## src/rtl/clk_period_meter.sv

```systemverilog
// clk_period_meter
//   Measures a slow clock (or tick) that is asynchronous to clk. The slow
//   input is synchronized, its rising edges are detected, and the clk-cycle
//   distance between consecutive rising edges (period) and the number of
//   high cycles inside that period (high_time) are reported with a
//   one-cycle valid pulse. locked shows that two consecutive periods agree
//   within TOL cycles. lost flags that no rising edge arrived for TIMEOUT
//   cycles. lost is sticky until the next rising edge.
//
// Ports
//   clk        in   1      system clock, all logic on posedge
//   rst_n      in   1      asynchronous active-low reset
//   clk_in     in   1      slow clock under measurement (asynchronous)
//   period     out  CNT_W  clk cycles between the last two clk_in rises
//   high_time  out  CNT_W  clk cycles clk_in was high within that period
//   valid      out  1      one-cycle pulse when period/high_time update
//   locked     out  1      consecutive periods agree within TOL
//   lost       out  1      no rising edge for TIMEOUT cycles
//
// Keep TIMEOUT < 2**CNT_W; otherwise the counter saturates first and the
// timeout can never fire.
module clk_period_meter #(
  parameter int CNT_W       = 16,
  parameter int SYNC_STAGES = 2,
  parameter int TIMEOUT     = 32000,
  parameter int TOL         = 2
) (
  input  logic             clk,
  input  logic             rst_n,
  input  logic             clk_in,
  output logic [CNT_W-1:0] period,
  output logic [CNT_W-1:0] high_time,
  output logic             valid,
  output logic             locked,
  output logic             lost
);

  localparam logic [CNT_W-1:0] CNT_MAX = '1;
  localparam logic [CNT_W-1:0] TO_VAL  = CNT_W'(TIMEOUT);
  // A TIMEOUT beyond the counter range is unreachable; compare is disabled.
  localparam bit TO_REACHABLE = (64'(TIMEOUT) < (64'(1) << CNT_W));

  typedef enum logic [1:0] {
    IDLE,
    FIRST,
    TRACK
  } state_t;

  // Saturating increment shared by both counters.
  function automatic logic [CNT_W-1:0] sat_inc(input logic [CNT_W-1:0] v);
    return (v == CNT_MAX) ? v : v + 1'b1;
  endfunction

  // |a - b| <= TOL, evaluated in signed arithmetic one bit wider than CNT_W.
  function automatic logic within_tol(input logic [CNT_W-1:0] a,
                                      input logic [CNT_W-1:0] b);
    logic signed [CNT_W:0] diff;
    diff = $signed({1'b0, a}) - $signed({1'b0, b});
    if (diff < 0) diff = -diff;
    return (diff <= $signed((CNT_W+1)'(TOL)));
  endfunction

  logic [SYNC_STAGES-1:0] sync_q;
  logic                   s;
  logic                   s_d_q;
  logic                   rise;
  logic                   rise_q;
  logic                   s_q;
  logic [CNT_W-1:0]       cnt_q, cnt_d;
  logic [CNT_W-1:0]       hcnt_q, hcnt_d;
  logic                   timeout;
  state_t                 state_q;
  logic [CNT_W-1:0]       period_q;
  logic [CNT_W-1:0]       high_q;
  logic                   valid_q;
  logic                   locked_q;
  logic                   lost_q;

  assign s    = sync_q[SYNC_STAGES-1];
  assign rise = s & ~s_d_q;

  // Synchronizer, edge detect, then one register stage on the edge/level
  // pair so the counters and FSM work from a clean registered event.
  always_ff @(posedge clk or negedge rst_n) begin
    if (!rst_n) begin
      sync_q <= '0;
      s_d_q  <= 1'b0;
      rise_q <= 1'b0;
      s_q    <= 1'b0;
    end else begin
      sync_q <= {sync_q[SYNC_STAGES-2:0], clk_in};
      s_d_q  <= s;
      rise_q <= rise;
      s_q    <= s;
    end
  end

  // cnt restarts at 1 on a rise so it equals the period on the next rise;
  // hcnt restarts at 0 and counts the high cycles following the rise cycle.
  always_comb begin
    cnt_d  = rise_q ? CNT_W'(1) : sat_inc(cnt_q);
    hcnt_d = hcnt_q;
    if (rise_q)   hcnt_d = '0;
    else if (s_q) hcnt_d = sat_inc(hcnt_q);
  end

  always_ff @(posedge clk or negedge rst_n) begin
    if (!rst_n) begin
      cnt_q  <= '0;
      hcnt_q <= '0;
    end else begin
      cnt_q  <= cnt_d;
      hcnt_q <= hcnt_d;
    end
  end

  // A rise on the timeout cycle wins, so timeout is only looked at when
  // rise_q is low.
  assign timeout = TO_REACHABLE && (cnt_q == TO_VAL);

  always_ff @(posedge clk or negedge rst_n) begin
    if (!rst_n) begin
      state_q  <= IDLE;
      period_q <= '0;
      high_q   <= '0;
      valid_q  <= 1'b0;
      locked_q <= 1'b0;
      lost_q   <= 1'b0;
    end else begin
      valid_q <= 1'b0;
      case (state_q)
        IDLE: begin
          // The first rise only starts a measurement and clears lost.
          if (rise_q) begin
            lost_q  <= 1'b0;
            state_q <= FIRST;
          end
        end
        FIRST: begin
          if (rise_q) begin
            period_q <= cnt_q;
            high_q   <= hcnt_q;
            valid_q  <= 1'b1;
            state_q  <= TRACK;
          end else if (timeout) begin
            lost_q   <= 1'b1;
            locked_q <= 1'b0;
            state_q  <= IDLE;
          end
        end
        TRACK: begin
          if (rise_q) begin
            period_q <= cnt_q;
            high_q   <= hcnt_q;
            valid_q  <= 1'b1;
            locked_q <= within_tol(cnt_q, period_q);
          end else if (timeout) begin
            lost_q   <= 1'b1;
            locked_q <= 1'b0;
            state_q  <= IDLE;
          end
        end
        default: state_q <= IDLE;
      endcase
    end
  end

  assign period    = period_q;
  assign high_time = high_q;
  assign valid     = valid_q;
  assign locked    = locked_q;
  assign lost      = lost_q;

endmodule

```

## config.mk

```make
export PLATFORM = sky130hd
export DESIGN_NAME = clk_period_meter
export DESIGN_NICKNAME = d
export VERILOG_FILES = /design/src/rtl/clk_period_meter.sv
export SDC_FILE = /design/constraint.sdc
export NUM_CORES = 1
export LEC_CHECK = 0
export BUFFER_PORTS_ARGS = -buffer_cell sky130_fd_sc_hd__buf_2
export CAP_MARGIN = 20
export CORE_UTILIZATION = 30
export DETAILED_ROUTE_END_ITERATION = 16
export GPL_ROUTABILITY_DRIVEN = 0
export SYNTH_ARGS = -nofsm -noshare
export SYNTH_HDL_FRONTEND = slang
export SYNTH_SLANG_ARGS = --single-unit
```

## constraint.sdc

```tcl
create_clock -name clk -period 8.6 [get_ports clk]
set_input_delay 1.29 -clock clk [delete_from_list [all_inputs] [get_ports clk]]
set_output_delay 1.29 -clock clk [all_outputs]
set_load 0.005 [all_outputs]
```

## Word level (Yosys, flattened, before mapping)

Index checks and enable logic that the tools add are counted.

- Register bits after elaboration: 73
- Input bits: 3
- Output and inout port bits: 35
- Logic and storage cells: 64

- $add $sub $neg: 4
- Magnitude comparators: 2
- Equal/unequal tests: 12
- Mux-type cells: 23
- Bitwise operators: 2
- Reductions and logical operators: 10

Operator list:

| operator | number |
|---|---|
| 16-bit two-way mux | 5 |
| 17-bit two-way mux | 3 |
| 16-bit by 1-bit adder with 16-bit output, second input constant | 2 |
| 16-bit == test, second input constant | 2 |
| 17-bit by 3-bit <= comparator with 1-bit output, second input constant | 1 |
| 17-bit by 1-bit less-than comparator with 1-bit output, second input constant | 1 |
| 17-bit negator | 1 |
| 16-bit by 16-bit subtractor with 17-bit output | 1 |
| 16-bit by 15-bit == test with 1-bit output, second input constant | 1 |
| 2-bit != test, second input constant | 6 |
| 1-bit two-way mux | 8 |
| 2-bit two-way mux | 4 |
| 2-bit AND reduction | 4 |
| 2-bit one-hot mux with 3 select lines | 1 |
| 2-bit nonzero test | 3 |
| 1-bit one-hot mux with 2 select lines | 2 |
| 4-bit AND reduction | 1 |
| 2-bit by 1-bit == test with 1-bit output, second input constant | 1 |
| 2-bit == test, second input constant | 1 |
| 2-bit zero test | 1 |
| 2-bit by 1-bit != test with 1-bit output, second input constant | 1 |
| 2-bit OR reduction | 1 |
| 1-bit AND | 1 |
| 1-bit NOT | 1 |

## Longest topological paths before layout

Gate-level depths: netlist of the first run.

- Word-level depth: 8
- Mapped depth: 13
- Depth with buffers taken out: 12

## Least setup slack after synthesis of the first run

No wires, ideal clock.

- Path type: register -> register
- Start point: register cnt_q[0]
- End point: register locked_q, in the netlist locked
- Library setup time: 0.095 ns
- Data arrival time: 3.125 ns
- Data required time: 8.505 ns
- Path slack: 5.379 ns
- Stages on the path, launching flop included: 14
- Buffers on the path: 1
- Clock period less this slack: 3.221 ns
- Cells stage by stage: dfrtp_1 > inv_1 > ha_1 > fa_1 > nand2b_1 > a21bo_2 > a21boi_2 > o211ai_1 > or3b_1 > buf_2 > or4_1 > a21oi_1 > o22ai_1 > o31ai_1

- Word-level cells in the longest chain between the ends: 8
- Elaborated cells between the ends (all ways): 12
- Classes of those cells: add/sub (2); order compare (2); eq/ne (1); mux (7)

RTL lines:

| what | line | source |
|---|---|---|
| start, declared | 69 | `logic [CNT_W-1:0] cnt_q, cnt_d;` |
| start signal, assigned | 112 | `cnt_q <= cnt_d;` |
| 16-bit by 16-bit subtractor with 17-bit output | 58 | `diff = $signed({1'b0, a}) - $signed({1'b0, b});` |
| 17-bit negator / 17-bit by 1-bit less-than comparator with 1-bit output (equally long branches) | 59 | `if (diff < 0) diff = -diff;` |
| 17-bit two-way mux | 59 |  |
| 17-bit two-way mux | 152 | `if (rise_q) begin` |
| 17-bit two-way mux | 131 | `case (state_q)` |
| 17-bit by 3-bit <= comparator with 1-bit output | 60 | `return (diff <= $signed((CNT_W+1)'(TOL)));` |
| 1-bit two-way mux | 152 |  |
| 1-bit one-hot mux with 2 select lines * | 131 |  |
| end signal, assigned | 156 | `locked_q <= within_tol(cnt_q, period_q);` |
| end, declared | 76 | `logic locked_q;` |

Mark *: on every way between the ends. The rest lies on a longest branch, timed or not. The select of a mux whose other input is x is not followed.
A chain may end at the register's enable or synchronous reset.

## Worst setup path after layout of the first run

Same ends and word-level chain as after synthesis.

==> summary.txt, run 1 <==
Outcome
  • Run status: finished with violations
  • Failing checks: design-rule violations

Synthesis
  • Yosys top cell area share: 0.401
  • Async SR Flop Fraction: 1.00
  • Mapped Nets: 539
  • Post-synth EDFFs: 0
  • Synthesized area per cell: 8.90 um2
  • Syn Inst Count: 512
  • Synth top area cells: dfrtp_1 40%, ha_1 6.3%, nand2_1 4.6%
  • Cell variety after synth: 67
  • Flop and latch count out of synthesis: 73
  • Sequential element share of the synthesized area: 0.401
  • Mapped cell area: 4560 um2
  • Most common flop cell mapped by yosys: dfrtp_1
  • Yosys warning count: 0
  • Dominant cell type by area after synthesis: dfrtp_1

Detailed routing
  • DRC: 2
  • Antenna Nets Post-Route: 0
  • Final WL: 10,900 um
  • 1st-pass router iterations: 10
  • Vias per cell: 5.30
  • Vias: 3,871
  • Drt wl/cell: 14.9 um
  • DR iter-0 viols: 216

Clocking
  • CTS root buffer: clkbuf_16
  • Clk sink count: 73
  • CTS resizes: 0
  • Clock Path Buffers: 2
  • TritonCTS clock tree: done
  • Worst-Skew Late Latency: 0.33 ns
  • Cts hold-fix bufs: 0
  • Setup Fix Bufs, Post-CTS: 0
  • Worst-path clk slew: 0.06 ns
  • Htree depth: 3
  • Cts bufs inserted: 9

Pwr
  • P_leak: 0.00246 uW
  • Switching share of power: 0.427
  • Pint: 964 uW
  • P per Cell Area: 324 nW/um2
  • Clock power frac: 0.232
  • Switching power: 719 uW
  • Combinational Power Share: 0.522
  • Worst VDD drop: 0.111 mV
  • Sequential Power Share: 0.245

Critical path
  • CP Max Fanout: 7
  • Reg-to-reg critical path startpoint: cnt_q[0]
  • Critical Path Source Type: flip-flop
  • Worst Setup End Kind: flip-flop
  • Crit path required time: 8.84 ns
  • Flop2flop setup slack: 5.04 ns
  • Critical path class: flip-flop to flip-flop
  • Worst path arrival time: 3.80 ns
  • Register-to-Register Path Depth: 12
  • R2R Path End: locked

Cells and area
  • Commonest non-fill, non-tap cell in the layout: dfrtp_1
  • Multi-input gate area: 2540 um2
  • Post-route insts no fill: 731
  • Share of cells above drive strength 1: 0.155
  • Fillers: 1,502
  • Diodes inserted: 0
  • Fin nets: 569
  • Area grow syn2layout: 14.1%
  • Most frequent cells in the layout: 73 x dfrtp_1, 56 x nand2_1, 53 x nor2_1
  • Seq. cell area: 1830 um2

Place
  • PortBufs: 37
  • Final HPWL DP: 7900 um
  • Dpl cells: 715

Min path
  • Hold Crit Class: flip-flop to flip-flop
  • Hold Path End: sync_q[1]
  • Hold wc startpoint: sync_q[0]
  • Hold Path Stages: 0

Timing
  • Crit share post-route: 0.414
  • Highest clock rate: 281 MHz
  • Skew final: 0.00721 ns
  • RSZ-0062 raised after global routing: no
  • Slew HR: 0.361
  • Final setup viols: 0
  • Final min period: 3.56 ns
  • Final Hold Viols: 0
  • Least-Margin Pin Slew: 0.959 ns
  • Final Max Slew Viols: 0
  • Setup TNS: 0 ns

Global route
  • Initial antenna violation count: 0
  • Largest net degree at the start of global routing: 74
  • First-pass GRT wire length: 19,000 um
  • Grt total ovfl: 0
  • GRT Util Overall: 0.148
  • Number of global-route vias before repair: 3,877

Floorplan
  • CORE AREA: 14,700 um2
  • Top-level I/O count: 38
  • Die height: 125 um
  • Die Span X: 125 um
  • Effective utilization at floorplan: 0.310
  • Site Rows: 44
  • Total Die Area: 15,700 um2

Flow run
  • Max Cap Viol: 0
power groups by stage:
stage                     Sequential [uW]  Clock, uW  Combinational [uW]
after global placement                417          0                 841
after CTS                             413        405                 872
after global routing                  419        418                 983
after detailed placement              419          0                 865
after floorplan                       412          0                 682
final                                 413        391                 879
worst max-delay path by stage:
stage,startpoint,endpoint,cells after the start
after detailed placement,cnt_q[0],locked,12
after floorplan,cnt_q[0],locked,13
after global placement,cnt_q[0],locked,12
final,cnt_q[0],locked,12
after CTS,cnt_q[0],locked,12
after global routing,cnt_q[0],locked,12
final cells by class:
type                    count  area share
clock buffers              10      0.0459
clock inverters             6      0.0139
inverters                  26      0.0188
multi-input cells         394       0.488
flip-flops and latches     73       0.351
well taps                 184      0.0443
repair buffers             38      0.0375
sequential cells by signal (all words and copies together) (netlist names):
register and flops:
state_q 2, locked 1, cnt_q 16, hcnt_q 16, valid 1, period 16, sync_q 2, high_time 16
rise_q 1, lost 1, s_q 1
cells in the mapped netlist, types with 3 or more instances:
library cell  number
dfrtp_1           73
nand2_1           56
nor2_1            53
o21ai_0           37
a21oi_1           31
inv_1             26
ha_1              23
nand3_1           18
mux2_2            17
xor2_1            17
clkbuf_1          13
o211ai_1          12
xnor2_1           11
nand4_1            9
and3_1             8
nor3_1             8
and2_1             7
a21o_1             6
or3_1              6
o21a_1             5
a211o_1            4
and4_1             4
o22ai_1            4
a21boi_0           3
buf_4              3
nand2b_1           3
nor4_1             3
o31ai_1            3
critical path, stage by stage (launching register included):
cell      delay (ns)
dfrtp_1         0.41
inv_1           0.10
ha_1            0.21
fa_1            0.40
nand2b_1        0.21
a21oi_1         0.18
xnor2_1         0.23
nand3_1         0.15
or3b_1          0.52
or4_2           0.64
nor4_1          0.29
a21oi_1         0.07
o31ai_1         0.08
through the flow:
step | instance area, um2 | power, uW | setup WS (ns) | util | hold slack, ns
floorplan | 4560 | 1090 | 5.38 | - | 0.331
global placement | 4890 | 1260 | 5.19 | 0.333 | 0.333
detailed placement | 4890 | 1280 | 5.08 | 0.333 | 0.348
CTS | 5200 | 1690 | 5.03 | 0.354 | 0.363
global route | 5200 | 1820 | 4.85 | 0.354 | 0.370
finish | 5200 | 1680 | 5.04 | 0.354 | 0.370
cells by family (layout without fill, tap and decap cells):
logic type,count (synthesis),after routing,synth area share
adder cells (fa/ha/maj),24,24,0.0675
AND/OR/NAND/NOR,195,195,0.210
XOR/XNOR,28,28,0.0538
flip-flops,73,73,0.401
AO/OA/AOI/OAI,129,129,0.182
multiplexers,18,18,0.0442
buffers and inverters,45,80,0.0417
routing by layer:
layer | part of all wire | up-vias | GRT usage
li1 | - | 1887 | -
met1 | 0.45 | 1894 | 0.189
met2 | 0.49 | 78 | 0.249
met3 | 0.050 | 12 | 0.0334
met4 | 0.012 | 0 | 0.0481
met5 | 0 | - | 0
Note: power is estimated with default switching activity, not from simulation.
==> run 2: changes to the inputs <==
--- a/config.mk
+++ b/config.mk
@@ -5,6 +5,7 @@
 export SDC_FILE = /design/constraint.sdc
 export NUM_CORES = 1
 export LEC_CHECK = 0
+export ABC_AREA = 1
 export BUFFER_PORTS_ARGS = -buffer_cell sky130_fd_sc_hd__buf_2
 export CAP_MARGIN = 20
 export CORE_UTILIZATION = 30
==> constraint.sdc (replaced) <==
create_clock -name clk -period 3 [get_ports clk]
set_input_delay 0.45 -clock clk [delete_from_list [all_inputs] [get_ports clk]]
set_output_delay 0.45 -clock clk [all_outputs]
set_load 0.005 [all_outputs]
==> run 2 against run 1 <==
  * The flow now finishes without violations
  * Sequential cell count did not move
  * Sequential power rose to 2.8 times the previous value
  * Die area increased by 9.9%
  * Critical endpoint unchanged
  * Register-to-register slack lost 4.7 ns
  * Largest cell class unchanged
  * Critical path type unchanged
  * Combinational power rose to 4.3 times the previous value
  * Wire length grew 10%
  * First-iteration DRC count grew 17%
  * Core utilization grew 0.24 points
==> summary.txt, run 2 <==
Timing
  • Final setup viols: 0
  • Least-Margin Pin Slew: 0.917 ns
  • Slew HR: 0.389
  • Highest clock rate: 372 MHz
  • Setup TNS: 0 ns
  • Hold slack: 0.226 ns
  • Crit share post-route: 0.896
  • Final Max Slew Viols: 0
  • Skew final: 0.00910 ns
  • Post-route worst setup slack: 0.311 ns
  • Final min period: 2.69 ns
  • Final Hold Viols: 0

Synthesis
  • Yosys warning count: 0
  • Commonest cells post-synth: 206 x nand2_1, 110 x inv_1, 73 x dfrtp_1
  • Synth top area cells: dfrtp_1 36%, nand2_1 15%, inv_1 8.2%
  • Synthesized area per cell: 6.99 um2
  • Async SR Flop Fraction: 1.00
  • Synth Area in Compound Gates: 0.118
  • XOR/XNOR Fraction of Synth Area: 0.00524
  • Cell variety after synth: 39
  • Most common flop cell mapped by yosys: dfrtp_1
  • Mapped cell area: 5020 um2
  • Synth Area in Simple Gates: 0.351
  • Largest family of logic cells by synthesized area: simple AND/OR/NAND/NOR gates
  • Mux contribution to synthesized area: 0
  • Syn Inst Count: 718
  • Yosys top cell area share: 0.364
  • Dominant cell type by area after synthesis: dfrtp_1
  • Sequential element share of the synthesized area: 0.364
  • Adder-Cell Fraction of Synth Area: 0.0614
  • Mapped Nets: 745
  • Flop and latch count out of synthesis: 73
  • Post-synth EDFFs: 0
  • Most frequent cell after synthesis: nand2_1

Global route
  • Grt total ovfl: 0
  • Initial antenna violation count: 0
  • GRT Util Overall: 0.147
  • First-pass GRT wire length: 20,900 um
  • Number of global-route vias before repair: 4,448
  • Largest net degree at the start of global routing: 74

Detailed routing
  • Drt wl/cell: 12.3 um
  • Met1 WL: 6030 um
  • Routed met3 length: 232 um
  • Vias per cell: 4.63
  • DRC: 0
  • Met2 WL: 5620 um
  • Vias: 4,520
  • Final WL: 12,000 um
  • Antenna Nets Post-Route: 0
  • DR iter-0 viols: 253
  • Top sig layer: met4
  • 1st-pass router iterations: 5

Cells and area
  • Fin nets: 783
  • Diodes inserted: 0
  • Fillers: 1,743
  • Most frequent cells in the layout: 204 x nand2_1, 110 x inv_1, 73 x dfrtp_1
  • Multi-input gate area: 2700 um2
  • Commonest non-fill, non-tap cell in the layout: nand2_1
  • Seq. cell area: 1830 um2
  • Share of cells above drive strength 1: 0.139
  • Area grow syn2layout: 14.5%
  • Post-route insts no fill: 977

Clocking
  • Clk sink count: 73
  • Cts bufs inserted: 9
  • Worst-path clk slew: 0.06 ns
  • Worst-Skew Late Latency: 0.33 ns
  • TritonCTS clock tree: done
  • Clock Path Buffers: 2
  • Htree depth: 3
  • Cts hold-fix bufs: 0
  • CTS root buffer: clkbuf_16

Critical path
  • Crit path required time: 3.27 ns
  • Critical path class: flip-flop to flip-flop
  • Worst path arrival time: 2.96 ns
  • CP Max Fanout: 6
  • Critical Path Source Type: flip-flop
  • Worst Setup End Kind: flip-flop

Floorplan
  • Die height: 131 um
  • Total Die Area: 17,200 um2
  • Top-level I/O count: 38
  • CORE AREA: 16,100 um2
  • Effective utilization at floorplan: 0.311
  • Die Span X: 131 um
  • Site Rows: 46

Min path
  • Hold Crit Class: input port to flip-flop

Place
  • Pre-CTS setup slack: 0.283 ns
  • PortBufs: 37
  • Dpl cells: 960
  • Final HPWL DP: 9290 um

Pwr
  • P_leak: 0.00291 uW
  • P per Cell Area: 1050 nW/um2
  • Total power: 6030 uW
  • Worst VDD drop: 0.690 mV

Outcome
  • Run status: finished, final reports clean

Flow run
  • Max Cap Viol: 0
## run 2: path summary, 6_finish.rpt
path / start / end / slack [ns] / cells past startpoint
setup / recovery: cnt_q[0] / locked / 0.31 / 19
hold / removal: clk_in / sync_q[0] / 0.23 / 1
setup reg to reg: cnt_q[0] / locked / 0.31 / 19
hold reg to reg: sync_q[0] / sync_q[1] / 0.36 / 0
max in group asynchronous: rst_n / cnt_q[3] / 2.15 / 1
min in group asynchronous: rst_n / high_time[0] / 0.26 / 1
## run 2: logic make-up (layout without fill, tap and decap cells)
| group | Yosys count | in the layout |
|---|---|---|
| AND/OR/NAND/NOR | 385 | 385 |
| buffers and inverters | 128 | 171 |
| AO/OA/AOI/OAI | 105 | 105 |
| flip-flops | 73 | 73 |
| adder cells (fa/ha/maj) | 24 | 24 |
| XOR/XNOR | 3 | 3 |
## run 2: layout make-up
type	instances	area share
multi-input combinational	517	0.471
clock inverter	3	0.00414
inverter	114	0.0749
tap	216	0.0471
timing repair buffer	41	0.0379
clock buffer	13	0.0471
sequential	73	0.318
## run 2: timing repair
item,CTS,global route
setup endpoints to repair,0,1
gates resized for setup,0,4
setup buffers,0,1
## run 2: metal layers
layer  vias up  track usage
li1       2395            -
met1      2065        0.196
met4         0       0.0452
met5         -            0
met3        13       0.0185
met2        47        0.248
## run 2: stage by stage
step / area (um2) / utilization
2_1_floorplan: 5020 / -
3_3_place_gp: 5430 / 0.337
3_5_place_dp: 5430 / 0.337
4_1_cts: 5720 / 0.355
5_1_grt: 5740 / 0.356
6_report: 5740 / 0.356
## run 2: worst max-delay path, stage by stage (launching register included)
cell and delay, ns:
dfrtp_1 0.34, inv_1 0.10, ha_2 0.20, fa_2 0.56, nand2_1 0.06, nor2_1 0.13, nand3_1 0.12, nor2_2 0.18
nand3_2 0.14, nor2_1 0.14, nand2_1 0.09, nand2_1 0.08, nand2_1 0.05, nand2_1 0.05, nand2_1 0.04, nor2_1 0.10
nand2_1 0.06, nand2_1 0.06, nand2_1 0.05, nand2_1 0.06
## run 2: power by group
part	switching (uW)	internal, uW	leakage [uW]
Combinational	2530	1290	0.00178
Sequential	86.3	1080	0.000992
Clock	412	629	0.000138
